`src/rtl/rv_io_pkg.sv`:
```
// Shared types and constants for the rv32 I/O bridge: reset sequencer states,
// default stream/FIFO sizing and the FIFO pointer-width helper.
package rv_io_pkg;

    typedef enum logic [1:0] {
        WAIT_LOCK = 2'd0,
        HOLD      = 2'd1,
        RUN       = 2'd2
    } rst_state_t;

    localparam int DEF_DATA_W = 8;
    localparam int DEF_DEPTH  = 16;

    // Index bits needed to address 'depth' entries; the FIFO adds one wrap bit on top.
    function automatic int ptr_w(input int depth);
        return (depth > 1) ? $clog2(depth) : 1;
    endfunction

endpackage

```
`src/rtl/rv_io_fifo.sv`:
```
// Synchronous first-word-visible FIFO with valid/ready on both sides and a
// synchronous flush; pointers carry an extra wrap bit to tell full from empty.
module rv_io_fifo
    import rv_io_pkg::*;
#(
    parameter int WIDTH = DEF_DATA_W,
    parameter int DEPTH = DEF_DEPTH
) (
    input  logic             i_clk,
    input  logic             i_rst,
    input  logic             i_flush,
    input  logic             i_valid,
    input  logic [WIDTH-1:0] i_data,
    output logic             o_ready,
    output logic             o_valid,
    output logic [WIDTH-1:0] o_data,
    input  logic             i_ready
);

    localparam int PW = ptr_w(DEPTH);
    localparam logic [PW:0] PTR_ONE = {{PW{1'b0}}, 1'b1};

    logic [WIDTH-1:0] r_mem [DEPTH];
    logic [PW:0]      r_wr_ptr;
    logic [PW:0]      r_rd_ptr;
    logic             w_full;
    logic             w_empty;
    logic             w_push;
    logic             w_pop;

    assign w_full  = (r_wr_ptr[PW] != r_rd_ptr[PW]) && (r_wr_ptr[PW-1:0] == r_rd_ptr[PW-1:0]);
    assign w_empty = (r_wr_ptr == r_rd_ptr);

    // Ready looks only at the registered pointers, never at a same-cycle pop.
    assign o_ready = ~w_full;
    assign o_valid = ~w_empty;
    assign o_data  = r_mem[r_rd_ptr[PW-1:0]];

    assign w_push = i_valid & ~w_full;
    assign w_pop  = i_ready & ~w_empty;

    always_ff @(posedge i_clk) begin
        if (i_rst || i_flush) begin
            r_wr_ptr <= '0;
            r_rd_ptr <= '0;
        end else begin
            if (w_push) r_wr_ptr <= r_wr_ptr + PTR_ONE;
            if (w_pop)  r_rd_ptr <= r_rd_ptr + PTR_ONE;
        end
    end

    always_ff @(posedge i_clk) begin
        if (w_push) r_mem[r_wr_ptr[PW-1:0]] <= i_data;
    end

endmodule

```
`src/rtl/rv_io_bridge.sv`:
```
// I/O glue between the rv32 core, a CLK-synchronous UART endpoint and an LED bank:
// lock-gated core reset sequencer, TX/RX FIFOs and a masked LED register.
// Optional TX->RX loopback when RV_IO_BRIDGE_LOOPBACK_EN is defined.
module rv_io_bridge
    import rv_io_pkg::*;
#(
    parameter int DATA_W   = DEF_DATA_W,
    parameter int TX_DEPTH = DEF_DEPTH,
    parameter int RX_DEPTH = DEF_DEPTH,
    parameter int NUM_LEDS = 1,
    parameter int RST_HOLD = 8
) (
    input  logic                CLK,
    input  logic                RST,
    input  logic                pll_locked,
    output logic                core_rst_n,
`ifdef RV_IO_BRIDGE_LOOPBACK_EN
    input  logic                loopback_sel,
`endif
    input  logic                core_tx_valid,
    input  logic [DATA_W-1:0]   core_tx_data,
    output logic                core_tx_ready,
    input  logic                core_rx_ready,
    output logic                core_rx_valid,
    output logic [DATA_W-1:0]   core_rx_data,
    input  logic                led_wr_valid,
    input  logic [NUM_LEDS-1:0] led_wr_data,
    input  logic [NUM_LEDS-1:0] led_wr_mask,
    output logic [NUM_LEDS-1:0] led_out,
    output logic                uart_in_valid,
    output logic [DATA_W-1:0]   uart_in_data,
    input  logic                uart_in_ready,
    input  logic                uart_out_valid,
    input  logic [DATA_W-1:0]   uart_out_data,
    output logic                uart_out_ready
);

    localparam int CNT_W = (RST_HOLD > 1) ? $clog2(RST_HOLD) : 1;
    localparam logic [CNT_W-1:0] CNT_LOAD = CNT_W'(RST_HOLD - 1);
    localparam logic [CNT_W-1:0] CNT_ONE  = {{(CNT_W-1){1'b0}}, 1'b1};

    rst_state_t          r_state;
    rst_state_t          w_state_nxt;
    logic [CNT_W-1:0]    r_cnt;
    logic [CNT_W-1:0]    w_cnt_nxt;
    logic                r_core_rst_n;
    logic [NUM_LEDS-1:0] r_led;
    logic                w_run;
    logic                w_flush;

    logic                w_tx_in_valid;
    logic                w_tx_in_ready;
    logic                w_tx_out_valid;
    logic [DATA_W-1:0]   w_tx_out_data;
    logic                w_tx_out_ready;
    logic                w_rx_in_valid;
    logic [DATA_W-1:0]   w_rx_in_data;
    logic                w_rx_in_ready;
    logic                w_rx_out_valid;
    logic [DATA_W-1:0]   w_rx_out_data;
    logic                w_rx_out_ready;
    logic                w_lb;

    // Reset sequencer: HOLD counts RST_HOLD-1 down to 0, giving RST_HOLD low cycles.
    always_ff @(posedge CLK) begin
        if (RST) begin
            r_state      <= WAIT_LOCK;
            r_cnt        <= '0;
            r_core_rst_n <= 1'b0;
        end else begin
            r_state      <= w_state_nxt;
            r_cnt        <= w_cnt_nxt;
            r_core_rst_n <= (w_state_nxt == RUN);
        end
    end

    always_comb begin
        w_state_nxt = r_state;
        w_cnt_nxt   = r_cnt;
        case (r_state)
            WAIT_LOCK: begin
                if (pll_locked) begin
                    w_state_nxt = HOLD;
                    w_cnt_nxt   = CNT_LOAD;
                end
            end
            HOLD: begin
                if (!pll_locked)          w_state_nxt = WAIT_LOCK;
                else if (r_cnt == '0)     w_state_nxt = RUN;
                else                      w_cnt_nxt   = r_cnt - CNT_ONE;
            end
            RUN: begin
                if (!pll_locked) w_state_nxt = WAIT_LOCK;
            end
            default: w_state_nxt = WAIT_LOCK;
        endcase
    end

    assign core_rst_n = r_core_rst_n;
    assign w_run      = (r_state == RUN);
    assign w_flush    = ~w_run;

    always_ff @(posedge CLK) begin
        if (RST)               r_led <= '0;
        else if (led_wr_valid) r_led <= (r_led & ~led_wr_mask) | (led_wr_data & led_wr_mask);
    end

    assign led_out = r_led;

`ifdef RV_IO_BRIDGE_LOOPBACK_EN
    logic r_lb;

    // Loopback selection is registered so a switch lands on a clean cycle boundary.
    always_ff @(posedge CLK) begin
        if (RST) r_lb <= 1'b0;
        else     r_lb <= loopback_sel;
    end

    assign w_lb           = r_lb;
    assign w_tx_out_ready = w_run & (w_lb ? w_rx_in_ready : uart_in_ready);
    assign w_rx_in_valid  = w_run & (w_lb ? w_tx_out_valid : uart_out_valid);
    assign w_rx_in_data   = w_lb ? w_tx_out_data : uart_out_data;
`else
    assign w_lb           = 1'b0;
    assign w_tx_out_ready = w_run & uart_in_ready;
    assign w_rx_in_valid  = w_run & uart_out_valid;
    assign w_rx_in_data   = uart_out_data;
`endif

    assign w_tx_in_valid  = w_run & core_tx_valid;
    assign w_rx_out_ready = w_run & core_rx_ready;

    assign core_tx_ready  = w_run & w_tx_in_ready;
    assign uart_in_valid  = w_run & ~w_lb & w_tx_out_valid;
    assign uart_in_data   = w_tx_out_data;
    assign uart_out_ready = w_run & ~w_lb & w_rx_in_ready;
    assign core_rx_valid  = w_run & w_rx_out_valid;
    assign core_rx_data   = w_rx_out_data;

    rv_io_fifo #(
        .WIDTH (DATA_W),
        .DEPTH (TX_DEPTH)
    ) u_tx_fifo (
        .i_clk   (CLK),
        .i_rst   (RST),
        .i_flush (w_flush),
        .i_valid (w_tx_in_valid),
        .i_data  (core_tx_data),
        .o_ready (w_tx_in_ready),
        .o_valid (w_tx_out_valid),
        .o_data  (w_tx_out_data),
        .i_ready (w_tx_out_ready)
    );

    rv_io_fifo #(
        .WIDTH (DATA_W),
        .DEPTH (RX_DEPTH)
    ) u_rx_fifo (
        .i_clk   (CLK),
        .i_rst   (RST),
        .i_flush (w_flush),
        .i_valid (w_rx_in_valid),
        .i_data  (w_rx_in_data),
        .o_ready (w_rx_in_ready),
        .o_valid (w_rx_out_valid),
        .o_data  (w_rx_out_data),
        .i_ready (w_rx_out_ready)
    );

endmodule

```
`config.mk`:
```
export PLATFORM = sky130hd
export DESIGN_NAME = rv_io_bridge
export DESIGN_NICKNAME = d
export VERILOG_FILES = /design/src/rtl/rv_io_pkg.sv /design/src/rtl/rv_io_fifo.sv /design/src/rtl/rv_io_bridge.sv
export SDC_FILE = /design/constraint.sdc
export NUM_CORES = 1
export LEC_CHECK = 0
export ABC_AREA = 1
export BUFFER_PORTS_ARGS = -buffer_cell sky130_fd_sc_hd__clkbuf_2
export CAP_MARGIN = 20
export CORE_MARGIN = 2
export CORE_UTILIZATION = 60
export DETAILED_ROUTE_END_ITERATION = 10
export PLACE_DENSITY = 0.87
export REMOVE_ABC_BUFFERS = 1
export SLEW_MARGIN = 25
export SYNTH_ARGS = -nofsm -noshare
export SYNTH_HDL_FRONTEND = slang
export SYNTH_HIERARCHICAL = 1
export SYNTH_SLANG_ARGS = --single-unit
```
`constraint.sdc`:
```
create_clock -name CLK -period 2.5 [get_ports CLK]
set_input_delay 0.25 -clock CLK [delete_from_list [all_inputs] [get_ports CLK]]
set_output_delay 0.25 -clock CLK [all_outputs]
set_load 0.01 [all_outputs]
```
==> results.toml <==
[critical_path]
rr_startpoint = "r_state[1]"
r2r_cells = 9
reg2reg_slack_ns = 0.35
cp.arrival_ns = 2.11
path_delay_family = "flip-flops"
r2r_end = "u_tx_fifo/r_mem[5][4]"
cp-start-kind = "flop"
cp-end-kind = "output pin"
cp.required_ns = 2.25
critPathMaxFanout = 32
worstPathCellList = "buf_12 -> a21oi_1 -> o21ai_0 -> nand3_1 -> nand3_1 -> nand2_1 -> clkbuf_2"
critical_path_class = "reg -> out"
crit_slowest_cell = "dfxtp_2"
cpPeakStageDelay_ns = 0.60
crit_buf_inv = 2
critPathMostFrequentCell = "nand3_1"

[sta]
holdWs_ns = 0.0156
grt_setup_unrepaired = "false"
fmax_mhz = 424
fin_crit_sh_pct = 94.4
hold_viol = 0
skew_ns = 0.0153
finalMaxSlewViolations = 0
setup_viol = 0
period_minus_slack_ns = 2.36
worst_pin_slew_ns = 0.543
slew-limit-headroom_pct = 63.7

[floorplan]
start_util_pct = 61.3
dieArea_um2 = 21800
rows = 52
boundaryPins = 48
core_um2 = 20200
die_h_um = 148
dieWidth_um = 148

[placed_design]
place_area_um2 = 13100
post-place-cells = 1435
io_buffers = 47
dp_hpwl_um = 17300
gp_congestion = 0.904

[final_layout]
postLayoutCoreUtil_pct = 69.5
nNetsFinal = 1238
fin_area_um2 = 14100
fillers = 1307
drive_above_1_share_pct = 13.4
layoutNonFillerInstCount = 1492
diodes = 0
syn_to_final_growth_pct = 13.4

[worst_hold_path]
worstHoldStart = "RST"
worstHoldPathCells = 2
hold-path-endpoint = "r_cnt[0]"
hp-class = "in -> reg"

[clock_network]
cts.htree.levels = 1
root_buffer = "clkbuf_16"
clk_latency_ns = 0.55
cts_tree = "done"
clkSlewWorstSetupHoldPaths_ns = 0.06
clock-sinks = 291
clock_path_buffers = 3
cts_buffers = 29
postCtsSetupRepairBufs = 0

[route]
ant_nets = 0
initialDrtViolationCount = 1212
drt_wl_total_um = 28100
drt-wirelength-per-cell_um = 18.8
via_per_inst = 5.86
drc = 0
vias = 8738
dr.pass1.iters = 7

[synth]
synth-main-ff-cell = "edfxtp_1"
synth_async_sr_flop_share_pct = 0
seq_area_frac_synth_pct = 67.7
syn_inst = 1132
ys_ff_latch = 291
ys_warn_count = 6
syn-mean-instance-area_um2 = 11.0
yosys.cell_types.count = 28
synth-edff-count = 256
netlist_area_um2 = 12400

[run]
maxCapViolCount = 0

[power_and_ir_drop]
power_density_nw_per_um2 = 688
peakVddDrop_v = 0.000518
p_leak_nw = 5.11

[global_routing]
grt_pass1_vias = 8312
grt_pass1_wl_um = 44000
grt_max_degree = 129
track_usage_pct = 25.9
antenna_found_initial = 0
grt_remaining_overflow = 0

[run_status]
status = "finished, final reports clean"
[per-layer routing]
| metal | GRT usage [%] | share of wire [%] | up-vias |
|---|---|---|---|
| li1 | - | - | 4015 |
| met5 | 0 | 0 | - |
| met2 | 42.2 | 48 | 556 |
| met1 | 34.9 | 38 | 4066 |
| met4 | 11.9 | 4.4 | 0 |
| met3 | 3.98 | 9.2 | 101 |
[worst max path at each step]
stage	endpoint	cells after the start	start
global route	core_rx_data[2]	7	flop
floorplan	core_rx_data[1]	4	flop
finish	core_rx_data[7]	7	flop
detailed placement	u_rx_fifo/r_mem[6][0]	10	u_rx_fifo/r_wr_ptr[0]
global placement	u_tx_fifo/r_mem[1][2]	9	r_state[1]
CTS	uart_in_data[2]	7	flop
[stage by stage]
step	worst slack, ns	power, mW	TNS (ns)
CTS	0.0407	9.70	0
global route	0.0327	9.92	0
floorplan	-0.531	5.44	-8.41
global placement	0.557	5.55	0
finish	0.139	9.67	0
detailed placement	0.450	5.55	0
[kinds of logic (layout without fill, tap and decap cells)]
| logic type | Yosys count | in the layout | synth area share [%] |
|---|---|---|---|
| AOI/OAI and AO/OA | 215 | 215 | 10.0 |
| xor gates and xnor gates | 3 | 3 | 0.212 |
| DFF | 291 | 291 | 67.7 |
| adders and majority gates | 12 | 12 | 1.21 |
| buffers and inverters | 235 | 325 | 7.47 |
| and+or+nand+nor | 376 | 376 | 13.4 |
[cell usage in the layout (no fill, tap or decap)]
cell,synthesis,layout
nor2_4,2,2
dfxtp_4,0,3
dfxtp_2,0,1
clkinv_2,0,6
inv_2,8,8
nand2_1,156,156
nor3_1,9,9
nor2_1,73,73
o21ai_0,63,63
buf_12,0,4
nand2_2,8,8
bufinv_16,0,2
clkbuf_1,28,4
nand3_2,4,4
clkbuf_16,0,29
clkbuf_8,0,5
dlygate4sd3_1,0,4
dfxtp_1,35,31
ha_1,12,12
clkinvlp_2,0,1
xor2_1,2,2
clkbuf_2,0,47
nand3_4,1,1
inv_1,174,174
nor2_2,3,3
xnor2_1,1,1
nand2_4,1,1
clkinvlp_4,0,2
a21oi_2,1,1
edfxtp_1,256,256
o21ai_1,2,2
a21oi_1,85,85
o211ai_1,64,64
nand3_1,118,118
clkinv_1,0,4
nand3b_2,1,1
buf_4,1,35
[cell type report]
type / count / area (um2) / area share (%)
sequential: 291 / 8400 / 59.8
multi-input combinational: 606 / 3080 / 21.9
clock buffer: 38 / 810 / 5.76
inverter: 182 / 683 / 4.86
timing repair buffer: 90 / 618 / 4.40
tap: 270 / 338 / 2.40
clock inverter: 15 / 125 / 0.890
[state kept, by name (all words and copies together), names as in the netlist, named ones only]
| signal | cells |
|---|---|
| core_rst_n | 1 |
| r_cnt | 3 |
| r_state | 2 |
| u_rx_fifo/r_mem | 128 |
| u_rx_fifo/r_rd_ptr | 5 |
| u_rx_fifo/r_wr_ptr | 5 |
| u_tx_fifo/r_mem | 128 |
| u_tx_fifo/r_rd_ptr | 5 |
| u_tx_fifo/r_wr_ptr | 5 |
[power by group]
| part | switching, mW | internal [mW] | total, mW | leakage (nW) |
|---|---|---|---|---|
| registers | 0.00534 | 5.28 | 5.29 | 2.59 |
| clock network | 1.75 | 2.47 | 4.22 | 0.456 |
| logic | 0.127 | 0.0369 | 0.164 | 2.07 |
| total | 1.88 | 7.79 | 9.67 | 5.11 |
[cell usage after synthesis, types with 9 or more instances]
library cell	number	area share [%]
edfxtp_1	256	62
inv_1	174	5.3
nand2_1	156	4.7
nand3_1	118	4.8
a21oi_1	85	3.4
nor2_1	73	2.2
o211ai_1	64	3.9
o21ai_0	63	2.5
dfxtp_1	35	5.7
clkbuf_1	28	0.85
buf_2	14	0.57
ha_1	12	1.2
nor3_1	9	0.36
[repair_timing]
action                                  CTS  global route
endpoints found under the hold margin     3             0
hold buffers                              4             0
gates resized for setup                   0             1
endpoints found under the setup margin    0             8
Note: power is estimated with default switching activity, not from simulation.
